==> config.mk <==
export PLATFORM = sky130hd
export DESIGN_NAME = ex_stage_flat
export DESIGN_NICKNAME = d
export VERILOG_FILES = /design/src/rtl/ex_stage_if.sv /design/src/rtl/ex_stage.sv /design/src/flat_wrapper.sv
export SDC_FILE = /design/constraint.sdc
export NUM_CORES = 1
export LEC_CHECK = 0
export CAP_MARGIN = 20
export CORE_UTILIZATION = 27
export CTS_CLUSTER_DIAMETER = 50
export DETAILED_ROUTE_END_ITERATION = 6
export GPL_ROUTABILITY_DRIVEN = 1
export SLEW_MARGIN = 5
export SYNTH_ARGS = -nofsm -noshare
export SYNTH_HDL_FRONTEND = slang
export SYNTH_SLANG_ARGS = --single-unit
==> constraint.sdc <==
create_clock -name Clk -period 8 [get_ports Clk]
set_input_delay 0.8 -clock Clk [delete_from_list [all_inputs] [get_ports Clk]]
set_output_delay 0.8 -clock Clk [all_outputs]
set_load 0.01 [all_outputs]
==> src/rtl/ex_stage_if.sv <==
// ex_stage_if: ID/EX inputs, WB forwarding inputs and EX/MEM outputs of the execute stage
interface ex_stage_if #(
    parameter int REG_DATA_WIDTH = 32,
    parameter int REGFILE_ADDR_WIDTH = 5,
    parameter int ALU_OP_WIDTH = 4
);
    logic [REG_DATA_WIDTH-1:0] ID_PC, ID_PC_dest, ID_Immediate_1, ID_Immediate_2, ID_Rs1_data, ID_Rs2_data;
    logic [REGFILE_ADDR_WIDTH-1:0] ID_Rs1_addr, ID_Rs2_addr, ID_Rd_addr;
    logic [1:0] ID_ALU_source_sel;
    logic [ALU_OP_WIDTH-1:0] ID_ALU_op;
    logic [2:0] ID_Mem_op;
    logic ID_Branch_flag, ID_Jump, ID_Mem_wr_en, ID_Mem_rd_en, ID_RegFile_wr_en, ID_MemToReg, ID_Exception;
    logic EX_Stall;
    logic [REGFILE_ADDR_WIDTH-1:0] WB_Rd_addr;
    logic [REG_DATA_WIDTH-1:0] WB_Rd_data;
    logic WB_RegFile_wr_en;
    logic EX_Redirect;
    logic [REG_DATA_WIDTH-1:0] EX_Redirect_PC, EX_ALU_result, EX_Rs2_data;
    logic [REGFILE_ADDR_WIDTH-1:0] EX_Rd_addr;
    logic [2:0] EX_Mem_op;
    logic EX_Mem_wr_en, EX_Mem_rd_en, EX_RegFile_wr_en, EX_MemToReg, EX_Exception, EX_Halted;
    modport master (
        output ID_PC, ID_PC_dest, ID_Immediate_1, ID_Immediate_2, ID_Rs1_data, ID_Rs2_data,
               ID_Rs1_addr, ID_Rs2_addr, ID_Rd_addr, ID_ALU_source_sel, ID_ALU_op, ID_Mem_op,
               ID_Branch_flag, ID_Jump, ID_Mem_wr_en, ID_Mem_rd_en, ID_RegFile_wr_en, ID_MemToReg,
               ID_Exception, EX_Stall, WB_Rd_addr, WB_Rd_data, WB_RegFile_wr_en,
        input  EX_Redirect, EX_Redirect_PC, EX_ALU_result, EX_Rs2_data, EX_Rd_addr, EX_Mem_op,
               EX_Mem_wr_en, EX_Mem_rd_en, EX_RegFile_wr_en, EX_MemToReg, EX_Exception, EX_Halted
    );
    modport slave (
        input  ID_PC, ID_PC_dest, ID_Immediate_1, ID_Immediate_2, ID_Rs1_data, ID_Rs2_data,
               ID_Rs1_addr, ID_Rs2_addr, ID_Rd_addr, ID_ALU_source_sel, ID_ALU_op, ID_Mem_op,
               ID_Branch_flag, ID_Jump, ID_Mem_wr_en, ID_Mem_rd_en, ID_RegFile_wr_en, ID_MemToReg,
               ID_Exception, EX_Stall, WB_Rd_addr, WB_Rd_data, WB_RegFile_wr_en,
        output EX_Redirect, EX_Redirect_PC, EX_ALU_result, EX_Rs2_data, EX_Rd_addr, EX_Mem_op,
               EX_Mem_wr_en, EX_Mem_rd_en, EX_RegFile_wr_en, EX_MemToReg, EX_Exception, EX_Halted
    );
endinterface

==> src/rtl/ex_stage.sv <==
// ex_stage: RV32I execute stage with forwarding, ALU, branch resolution, EX/MEM registers and RUN/HALT FSM
module ex_stage #(
    parameter int REG_DATA_WIDTH = 32,
    parameter int REGFILE_ADDR_WIDTH = 5,
    parameter int ALU_OP_WIDTH = 4
) (
    input logic Clk,
    input logic Reset,
    ex_stage_if.slave bus
);
    typedef enum logic {RUN, HALT} state_t;
    state_t state, state_nxt;
    logic [REG_DATA_WIDTH-1:0] fwd_rs1, fwd_rs2, op_a, op_b, alu;
    logic [4:0] shamt;
    logic cond, take, misalign, exc_nxt, run;
    always_comb begin
        fwd_rs1 = bus.ID_Rs1_addr == '0 ? '0 :
                  (bus.EX_RegFile_wr_en && !bus.EX_MemToReg && bus.EX_Rd_addr == bus.ID_Rs1_addr) ? bus.EX_ALU_result :
                  (bus.WB_RegFile_wr_en && bus.WB_Rd_addr == bus.ID_Rs1_addr) ? bus.WB_Rd_data : bus.ID_Rs1_data;
        fwd_rs2 = bus.ID_Rs2_addr == '0 ? '0 :
                  (bus.EX_RegFile_wr_en && !bus.EX_MemToReg && bus.EX_Rd_addr == bus.ID_Rs2_addr) ? bus.EX_ALU_result :
                  (bus.WB_RegFile_wr_en && bus.WB_Rd_addr == bus.ID_Rs2_addr) ? bus.WB_Rd_data : bus.ID_Rs2_data;
        op_a = bus.ID_ALU_source_sel == 2'd2 ? bus.ID_Immediate_1 :
               bus.ID_ALU_source_sel == 2'd3 ? bus.ID_PC : fwd_rs1;
        op_b = bus.ID_ALU_source_sel == 2'd0 ? fwd_rs2 :
               bus.ID_ALU_source_sel == 2'd3 ? REG_DATA_WIDTH'(4) : bus.ID_Immediate_2;
        shamt = op_b[4:0];
    end
    always_comb begin
        alu = '0;
        case (bus.ID_ALU_op)
            4'd0: alu = op_a + op_b;
            4'd1: alu = op_a - op_b;
            4'd2: alu = op_a << shamt;
            4'd3: alu = REG_DATA_WIDTH'($signed(op_a) < $signed(op_b));
            4'd4: alu = REG_DATA_WIDTH'(op_a < op_b);
            4'd5: alu = op_a ^ op_b;
            4'd6: alu = op_a >> shamt;
            4'd7: alu = $signed(op_a) >>> shamt;
            4'd8: alu = op_a | op_b;
            4'd9: alu = op_a & op_b;
            4'd10: alu = op_b;
            default: alu = '0;
        endcase
    end
    always_comb begin
        cond = 1'b0;
        case (bus.ID_Mem_op)
            3'b000: cond = fwd_rs1 == fwd_rs2;
            3'b001: cond = fwd_rs1 != fwd_rs2;
            3'b100: cond = $signed(fwd_rs1) < $signed(fwd_rs2);
            3'b101: cond = $signed(fwd_rs1) >= $signed(fwd_rs2);
            3'b110: cond = fwd_rs1 < fwd_rs2;
            3'b111: cond = fwd_rs1 >= fwd_rs2;
            default: cond = 1'b0;
        endcase
    end
    always_comb begin
        run = state == RUN;
        take = bus.ID_Jump | (bus.ID_Branch_flag & cond);
        misalign = take & (bus.ID_PC_dest[1:0] != 2'b00);
        exc_nxt = bus.ID_Exception | misalign;
        bus.EX_Redirect = take & !misalign & run & !bus.EX_Stall;
        bus.EX_Redirect_PC = bus.ID_PC_dest;
        bus.EX_Halted = state == HALT;
        state_nxt = (run && !bus.EX_Stall && exc_nxt) ? HALT : state;
    end
    always_ff @(posedge Clk) state <= Reset ? RUN : state_nxt;
    always_ff @(posedge Clk) begin
        if (Reset) begin
            bus.EX_ALU_result <= '0;
            bus.EX_Rs2_data <= '0;
            bus.EX_Rd_addr <= '0;
            bus.EX_Mem_op <= '0;
            bus.EX_Mem_wr_en <= 1'b0;
            bus.EX_Mem_rd_en <= 1'b0;
            bus.EX_RegFile_wr_en <= 1'b0;
            bus.EX_MemToReg <= 1'b0;
            bus.EX_Exception <= 1'b0;
        end else if (!bus.EX_Stall) begin
            bus.EX_ALU_result <= run ? alu : bus.EX_ALU_result;
            bus.EX_Rs2_data <= run ? fwd_rs2 : bus.EX_Rs2_data;
            bus.EX_Rd_addr <= run ? bus.ID_Rd_addr : bus.EX_Rd_addr;
            bus.EX_Mem_op <= run ? bus.ID_Mem_op : '0;
            bus.EX_Mem_wr_en <= run & bus.ID_Mem_wr_en & !exc_nxt;
            bus.EX_Mem_rd_en <= run & bus.ID_Mem_rd_en & !exc_nxt;
            bus.EX_RegFile_wr_en <= run & bus.ID_RegFile_wr_en & !exc_nxt;
            bus.EX_MemToReg <= run & bus.ID_MemToReg;
            bus.EX_Exception <= run ? exc_nxt : bus.EX_Exception;
        end
    end
endmodule
==> src/flat_wrapper.sv <==
// flat-port wrapper written by rule: the top's interface ports become plain ports
module ex_stage_flat 
#(
    parameter int REG_DATA_WIDTH = 32,
    parameter int REGFILE_ADDR_WIDTH = 5,
    parameter int ALU_OP_WIDTH = 4
)
  (Clk, Reset, bus_ID_PC, bus_ID_PC_dest, bus_ID_Immediate_1, bus_ID_Immediate_2, bus_ID_Rs1_data, bus_ID_Rs2_data, bus_ID_Rs1_addr, bus_ID_Rs2_addr, bus_ID_Rd_addr, bus_ID_ALU_source_sel, bus_ID_ALU_op, bus_ID_Mem_op, bus_ID_Branch_flag, bus_ID_Jump, bus_ID_Mem_wr_en, bus_ID_Mem_rd_en, bus_ID_RegFile_wr_en, bus_ID_MemToReg, bus_ID_Exception, bus_EX_Stall, bus_WB_Rd_addr, bus_WB_Rd_data, bus_WB_RegFile_wr_en, bus_EX_Redirect, bus_EX_Redirect_PC, bus_EX_ALU_result, bus_EX_Rs2_data, bus_EX_Rd_addr, bus_EX_Mem_op, bus_EX_Mem_wr_en, bus_EX_Mem_rd_en, bus_EX_RegFile_wr_en, bus_EX_MemToReg, bus_EX_Exception, bus_EX_Halted);
  ex_stage_if #(.REG_DATA_WIDTH(REG_DATA_WIDTH), .REGFILE_ADDR_WIDTH(REGFILE_ADDR_WIDTH), .ALU_OP_WIDTH(ALU_OP_WIDTH)) bus_i ();
  input logic Clk;
  input logic Reset;
  input wire logic [$bits(bus_i.ID_PC)-1:0] bus_ID_PC;
  input wire logic [$bits(bus_i.ID_PC_dest)-1:0] bus_ID_PC_dest;
  input wire logic [$bits(bus_i.ID_Immediate_1)-1:0] bus_ID_Immediate_1;
  input wire logic [$bits(bus_i.ID_Immediate_2)-1:0] bus_ID_Immediate_2;
  input wire logic [$bits(bus_i.ID_Rs1_data)-1:0] bus_ID_Rs1_data;
  input wire logic [$bits(bus_i.ID_Rs2_data)-1:0] bus_ID_Rs2_data;
  input wire logic [$bits(bus_i.ID_Rs1_addr)-1:0] bus_ID_Rs1_addr;
  input wire logic [$bits(bus_i.ID_Rs2_addr)-1:0] bus_ID_Rs2_addr;
  input wire logic [$bits(bus_i.ID_Rd_addr)-1:0] bus_ID_Rd_addr;
  input wire logic [$bits(bus_i.ID_ALU_source_sel)-1:0] bus_ID_ALU_source_sel;
  input wire logic [$bits(bus_i.ID_ALU_op)-1:0] bus_ID_ALU_op;
  input wire logic [$bits(bus_i.ID_Mem_op)-1:0] bus_ID_Mem_op;
  input wire logic [$bits(bus_i.ID_Branch_flag)-1:0] bus_ID_Branch_flag;
  input wire logic [$bits(bus_i.ID_Jump)-1:0] bus_ID_Jump;
  input wire logic [$bits(bus_i.ID_Mem_wr_en)-1:0] bus_ID_Mem_wr_en;
  input wire logic [$bits(bus_i.ID_Mem_rd_en)-1:0] bus_ID_Mem_rd_en;
  input wire logic [$bits(bus_i.ID_RegFile_wr_en)-1:0] bus_ID_RegFile_wr_en;
  input wire logic [$bits(bus_i.ID_MemToReg)-1:0] bus_ID_MemToReg;
  input wire logic [$bits(bus_i.ID_Exception)-1:0] bus_ID_Exception;
  input wire logic [$bits(bus_i.EX_Stall)-1:0] bus_EX_Stall;
  input wire logic [$bits(bus_i.WB_Rd_addr)-1:0] bus_WB_Rd_addr;
  input wire logic [$bits(bus_i.WB_Rd_data)-1:0] bus_WB_Rd_data;
  input wire logic [$bits(bus_i.WB_RegFile_wr_en)-1:0] bus_WB_RegFile_wr_en;
  output wire logic [$bits(bus_i.EX_Redirect)-1:0] bus_EX_Redirect;
  output wire logic [$bits(bus_i.EX_Redirect_PC)-1:0] bus_EX_Redirect_PC;
  output wire logic [$bits(bus_i.EX_ALU_result)-1:0] bus_EX_ALU_result;
  output wire logic [$bits(bus_i.EX_Rs2_data)-1:0] bus_EX_Rs2_data;
  output wire logic [$bits(bus_i.EX_Rd_addr)-1:0] bus_EX_Rd_addr;
  output wire logic [$bits(bus_i.EX_Mem_op)-1:0] bus_EX_Mem_op;
  output wire logic [$bits(bus_i.EX_Mem_wr_en)-1:0] bus_EX_Mem_wr_en;
  output wire logic [$bits(bus_i.EX_Mem_rd_en)-1:0] bus_EX_Mem_rd_en;
  output wire logic [$bits(bus_i.EX_RegFile_wr_en)-1:0] bus_EX_RegFile_wr_en;
  output wire logic [$bits(bus_i.EX_MemToReg)-1:0] bus_EX_MemToReg;
  output wire logic [$bits(bus_i.EX_Exception)-1:0] bus_EX_Exception;
  output wire logic [$bits(bus_i.EX_Halted)-1:0] bus_EX_Halted;
  assign bus_i.ID_PC = bus_ID_PC;
  assign bus_i.ID_PC_dest = bus_ID_PC_dest;
  assign bus_i.ID_Immediate_1 = bus_ID_Immediate_1;
  assign bus_i.ID_Immediate_2 = bus_ID_Immediate_2;
  assign bus_i.ID_Rs1_data = bus_ID_Rs1_data;
  assign bus_i.ID_Rs2_data = bus_ID_Rs2_data;
  assign bus_i.ID_Rs1_addr = bus_ID_Rs1_addr;
  assign bus_i.ID_Rs2_addr = bus_ID_Rs2_addr;
  assign bus_i.ID_Rd_addr = bus_ID_Rd_addr;
  assign bus_i.ID_ALU_source_sel = bus_ID_ALU_source_sel;
  assign bus_i.ID_ALU_op = bus_ID_ALU_op;
  assign bus_i.ID_Mem_op = bus_ID_Mem_op;
  assign bus_i.ID_Branch_flag = bus_ID_Branch_flag;
  assign bus_i.ID_Jump = bus_ID_Jump;
  assign bus_i.ID_Mem_wr_en = bus_ID_Mem_wr_en;
  assign bus_i.ID_Mem_rd_en = bus_ID_Mem_rd_en;
  assign bus_i.ID_RegFile_wr_en = bus_ID_RegFile_wr_en;
  assign bus_i.ID_MemToReg = bus_ID_MemToReg;
  assign bus_i.ID_Exception = bus_ID_Exception;
  assign bus_i.EX_Stall = bus_EX_Stall;
  assign bus_i.WB_Rd_addr = bus_WB_Rd_addr;
  assign bus_i.WB_Rd_data = bus_WB_Rd_data;
  assign bus_i.WB_RegFile_wr_en = bus_WB_RegFile_wr_en;
  assign bus_EX_Redirect = bus_i.EX_Redirect;
  assign bus_EX_Redirect_PC = bus_i.EX_Redirect_PC;
  assign bus_EX_ALU_result = bus_i.EX_ALU_result;
  assign bus_EX_Rs2_data = bus_i.EX_Rs2_data;
  assign bus_EX_Rd_addr = bus_i.EX_Rd_addr;
  assign bus_EX_Mem_op = bus_i.EX_Mem_op;
  assign bus_EX_Mem_wr_en = bus_i.EX_Mem_wr_en;
  assign bus_EX_Mem_rd_en = bus_i.EX_Mem_rd_en;
  assign bus_EX_RegFile_wr_en = bus_i.EX_RegFile_wr_en;
  assign bus_EX_MemToReg = bus_i.EX_MemToReg;
  assign bus_EX_Exception = bus_i.EX_Exception;
  assign bus_EX_Halted = bus_i.EX_Halted;
  ex_stage #(.REG_DATA_WIDTH(REG_DATA_WIDTH), .REGFILE_ADDR_WIDTH(REGFILE_ADDR_WIDTH), .ALU_OP_WIDTH(ALU_OP_WIDTH)) u_core (.Clk(Clk), .Reset(Reset), .bus(bus_i));
endmodule
==> flow_summary.yaml <==
route:
  wl_um: 91800
  route.detailed.vias_per_inst: 6.19
  via_count: 20000
  ant_nets: 0
  drt_first_iter_violations: 2528
  route.detailed.wl_per_inst_um: 28.3
  post-route-drc-count: 49
  firstDrtPassIters: 7
clock_network:
  cts.root.buffer_cell: "clkbuf_16"
  cts-htree-levels: 3
  post-cts-setup-buffers: 0
  cts-resized-gates: 0
  cts_sinks: 78
  cts_buffers: 9
  clockBufferDepth: 2
  clkTransAtPathRegs_ps: 60
  postCtsHoldBufs: 0
  cts_tree: "built"
  clkLatencyLatePin_ps: 410
global_route:
  number_of_global_route_vias_before_repair: 18600
  grt_util_all_layers_pct: 28.8
  grt_pass1_wl_um: 130000
  pin_count_of_the_biggest_net_entering_global_routing: 90
  grt_overflow: 0
  antenna_violations_before_repair: 3
pwr:
  net_switching_power_figure_w: 0.00132
  power.share.clock_pct: 20.2
  leakage_nw: 7.84
  switching_share_pct: 49.2
  worst_ir_drop_on_vdd_mv: 0.0959
  report.power.total_w: 0.00269
  seqPwrFrac_pct: 17.0
  power_density_nw_per_um2: 133
  cellInternalPower_w: 0.00137
  power_frac_comb_pct: 62.8
min_path:
  min_path_type: "reg2reg"
  timing.hold.worst_path_depth: 2
  worst_hold_path.endpoint: "u_core.bus.EX_Rs2_data[27]"
  timing.hold.worst.start: "u_core.bus.EX_Rs2_data[27]"
critical_path:
  critical_path_arrival_ps: 6630
  timing_worst_setup_path_type: "in2out"
  endpoint_kind: "primary output"
  rrSetupSlack_ps: 1960
  rr_worst_depth: 20
  crit_required_ps: 7200
  worst_r2r_endpoint: "u_core.bus.EX_ALU_result[0]"
  cp-start-kind: "input port"
  cp_max_fo: 23
  r2r_start: "u_core.bus.EX_Rd_addr[0]"
  critical_path_source: "bus_ID_Rs2_addr[4]"
placed_design:
  routabilityCongestion: 1.04
  detailed_place_hpwl_um: 72100
  number_of_port_buffers: 314
  place_ws_ps: 635
  postPlaceCellArea_um2: 19800
finish:
  post-route-cell-area_um2: 20200
  final_cell_mix: "clkdlybuf4s50_1, nor2_1, nand2_1, mux2i_1, a21oi_1"
  layout_commonest_cell: "clkdlybuf4s50_1"
  layout.area.seq_um2: 1560
  fin_nets: 2857
  total_area_of_multi_input_combinational_cells_um2: 13400
  n_fill_cell: 6356
  drive_above_1_share_pct: 7.90
  areaGrowthSynthToFinish_pct: 23.8
synthesis:
  post_synthesis_mean_instance_area_um2: 7.12
  number_of_instances_in_the_synthesized_netlist: 2288
  synth_simple_gate_area_share_pct: 21.2
  post_synth_num_cell_types: 99
  synth_enable_flop_cells: 0
  syn_nets: 2683
  synth.yosys.warnings: 0
  synth.ff_latch_count: 78
  synth_top_family_by_area: "compound AO/OA/AOI/OAI gates"
  synth-async-reset-ratio_pct: 0
  synth.area.mux_share_pct: 17.3
  synth_area_in_adders_pct: 10.2
  synth_sequential_area_ratio_pct: 9.59
  synthesized_area_fraction_occupied_by_ao_oa_aoi_and_oai_cells_pct: 31.2
  postSynth.topFlopCell: "dfxtp_1"
  netlist_area_um2: 16300
  yosys.area_share.xor_xnor_pct: 2.04
timing:
  finClkSkew_ps: 15.4
  timing.final.setup_violations: 0
  setup-tns-final_ps: 0
  finalHoldWorstSlack_ps: 458
  rsz0062_at_grt: "false"
  post-route-worst-setup-slack_ps: 566
  slew-limit-headroom_pct: 22.6
  period_minus_slack_ps: 7430
  final.period_utilization_pct: 92.9
  max_clock_freq_mhz: 135
  final-hold-violation-count: 0
  final-max-slew-violation-count: 0
  tightestPinTransition_ps: 1160
job:
  max_cap_violations: 0
outcome:
  violations: "design-rule violations"
  status: "finished with violations"
floorplanning:
  core.rowCount: 89
  die_width_um: 248
  dieHeight_um: 248
  die_area_um2: 61300
  ioPinCount: 375
  initial_core_util_pct: 27.4
  design.core.area_um2: 59400
[power by group through the flow]
| stage | logic [W] | registers [W] | clock network [W] |
|---|---|---|---|
| after CTS | 0.00163 | 0.000454 | 0.000546 |
| after detailed placement | 0.00162 | 0.000463 | 0 |
| after global routing | 0.00178 | 0.000457 | 0.000557 |
| after global placement | 0.00163 | 0.000462 | 0 |
| after floorplan | 0.00103 | 0.000453 | 0 |
| final | 0.00169 | 0.000456 | 0.000544 |
[synth_stat cells, types with 48 or more instances]
master,n,share of area (%)
nor2_1,277,6.4
nand2_1,238,5.5
a21oi_1,208,6.4
mux2i_1,208,13
ha_1,129,9.9
clkbuf_1,105,2.4
o21ai_0,95,2.9
inv_1,88,2.0
dfxtp_1,78,9.6
a211oi_1,56,2.6
mux2_2,56,3.9
o211ai_1,48,2.2
[critical path, stage by stage]
cell             delay, ps
clkdlybuf4s50_1        500
xnor2_1                230
nand4_1                340
nor2_4                 290
buf_4                  440
mux2i_1                150
a21oi_1                270
nand2_1                 90
ha_1                   330
nand4_1                180
nor4_1                 620
nand3_1                420
a21oi_1                230
o21ai_0                120
a21oi_1                160
mux2i_1                 90
a21oi_1                210
nor2_1                  60
nor4_1                 460
clkdlybuf4s50_1        640
[kinds of logic after synthesis]
family,after synthesis
AOI/OAI and AO/OA,722
xor gates and xnor gates,38
adders and majority gates,131
buffers and inverters,292
DFF,78
muxes,272
and+or+nand+nor,755
[state kept, by name (all words and copies together), names as in the netlist]
name and cells:
u_core.bus.EX_Rd_addr 5, u_core.bus.EX_MemToReg 1, u_core.bus.EX_Mem_wr_en 1, u_core.bus.EX_Mem_rd_en 1, u_core.bus.EX_RegFile_wr_en 1, u_core.bus.EX_Exception 1
u_core.bus.EX_ALU_result 32, u_core.bus.EX_Rs2_data 32, u_core.bus.EX_Halted 1, u_core.bus.EX_Mem_op 3
[worst max-delay path by stage]
stage                                              end  slack (ps)  cells past startpoint
final                                  bus_EX_Redirect         570                     20
after global routing                   bus_EX_Redirect         150                     20
after CTS                              bus_EX_Redirect         610                     20
after detailed placement               bus_EX_Redirect         640                     20
after global placement                 bus_EX_Redirect         750                     20
after floorplan           u_core.bus.EX_ALU_result[26]        2450                     22
[stage by stage]
step | instances | utilization, %
after detailed placement | 3224 | 33.4
after floorplan | 2288 | -
after global placement | 3223 | 33.4
final | 3241 | 34.0
after global routing | 3241 | 34.0
after CTS | 3240 | 34.0
[per-layer routing]
metal | up-vias | part of all wire [%] | GRT usage (%)
li1 | 8857 | - | -
met1 | 9500 | 40 | 36.8
met2 | 1430 | 43 | 44.3
met3 | 256 | 11 | 6.10
met4 | 4 | 6.1 | 16.9
met5 | - | 0.029 | 0
[layout make-up]
cell class	count	area share, %
inverter	94	1.79
multi-input combinational	1918	66.5
clock buffer	10	1.19
timing repair buffer	361	17.4
sequential	78	7.74
clock inverter	6	0.577
tap	773	4.80
antenna	1	0.0124
(Power assumes the default switching activity.)
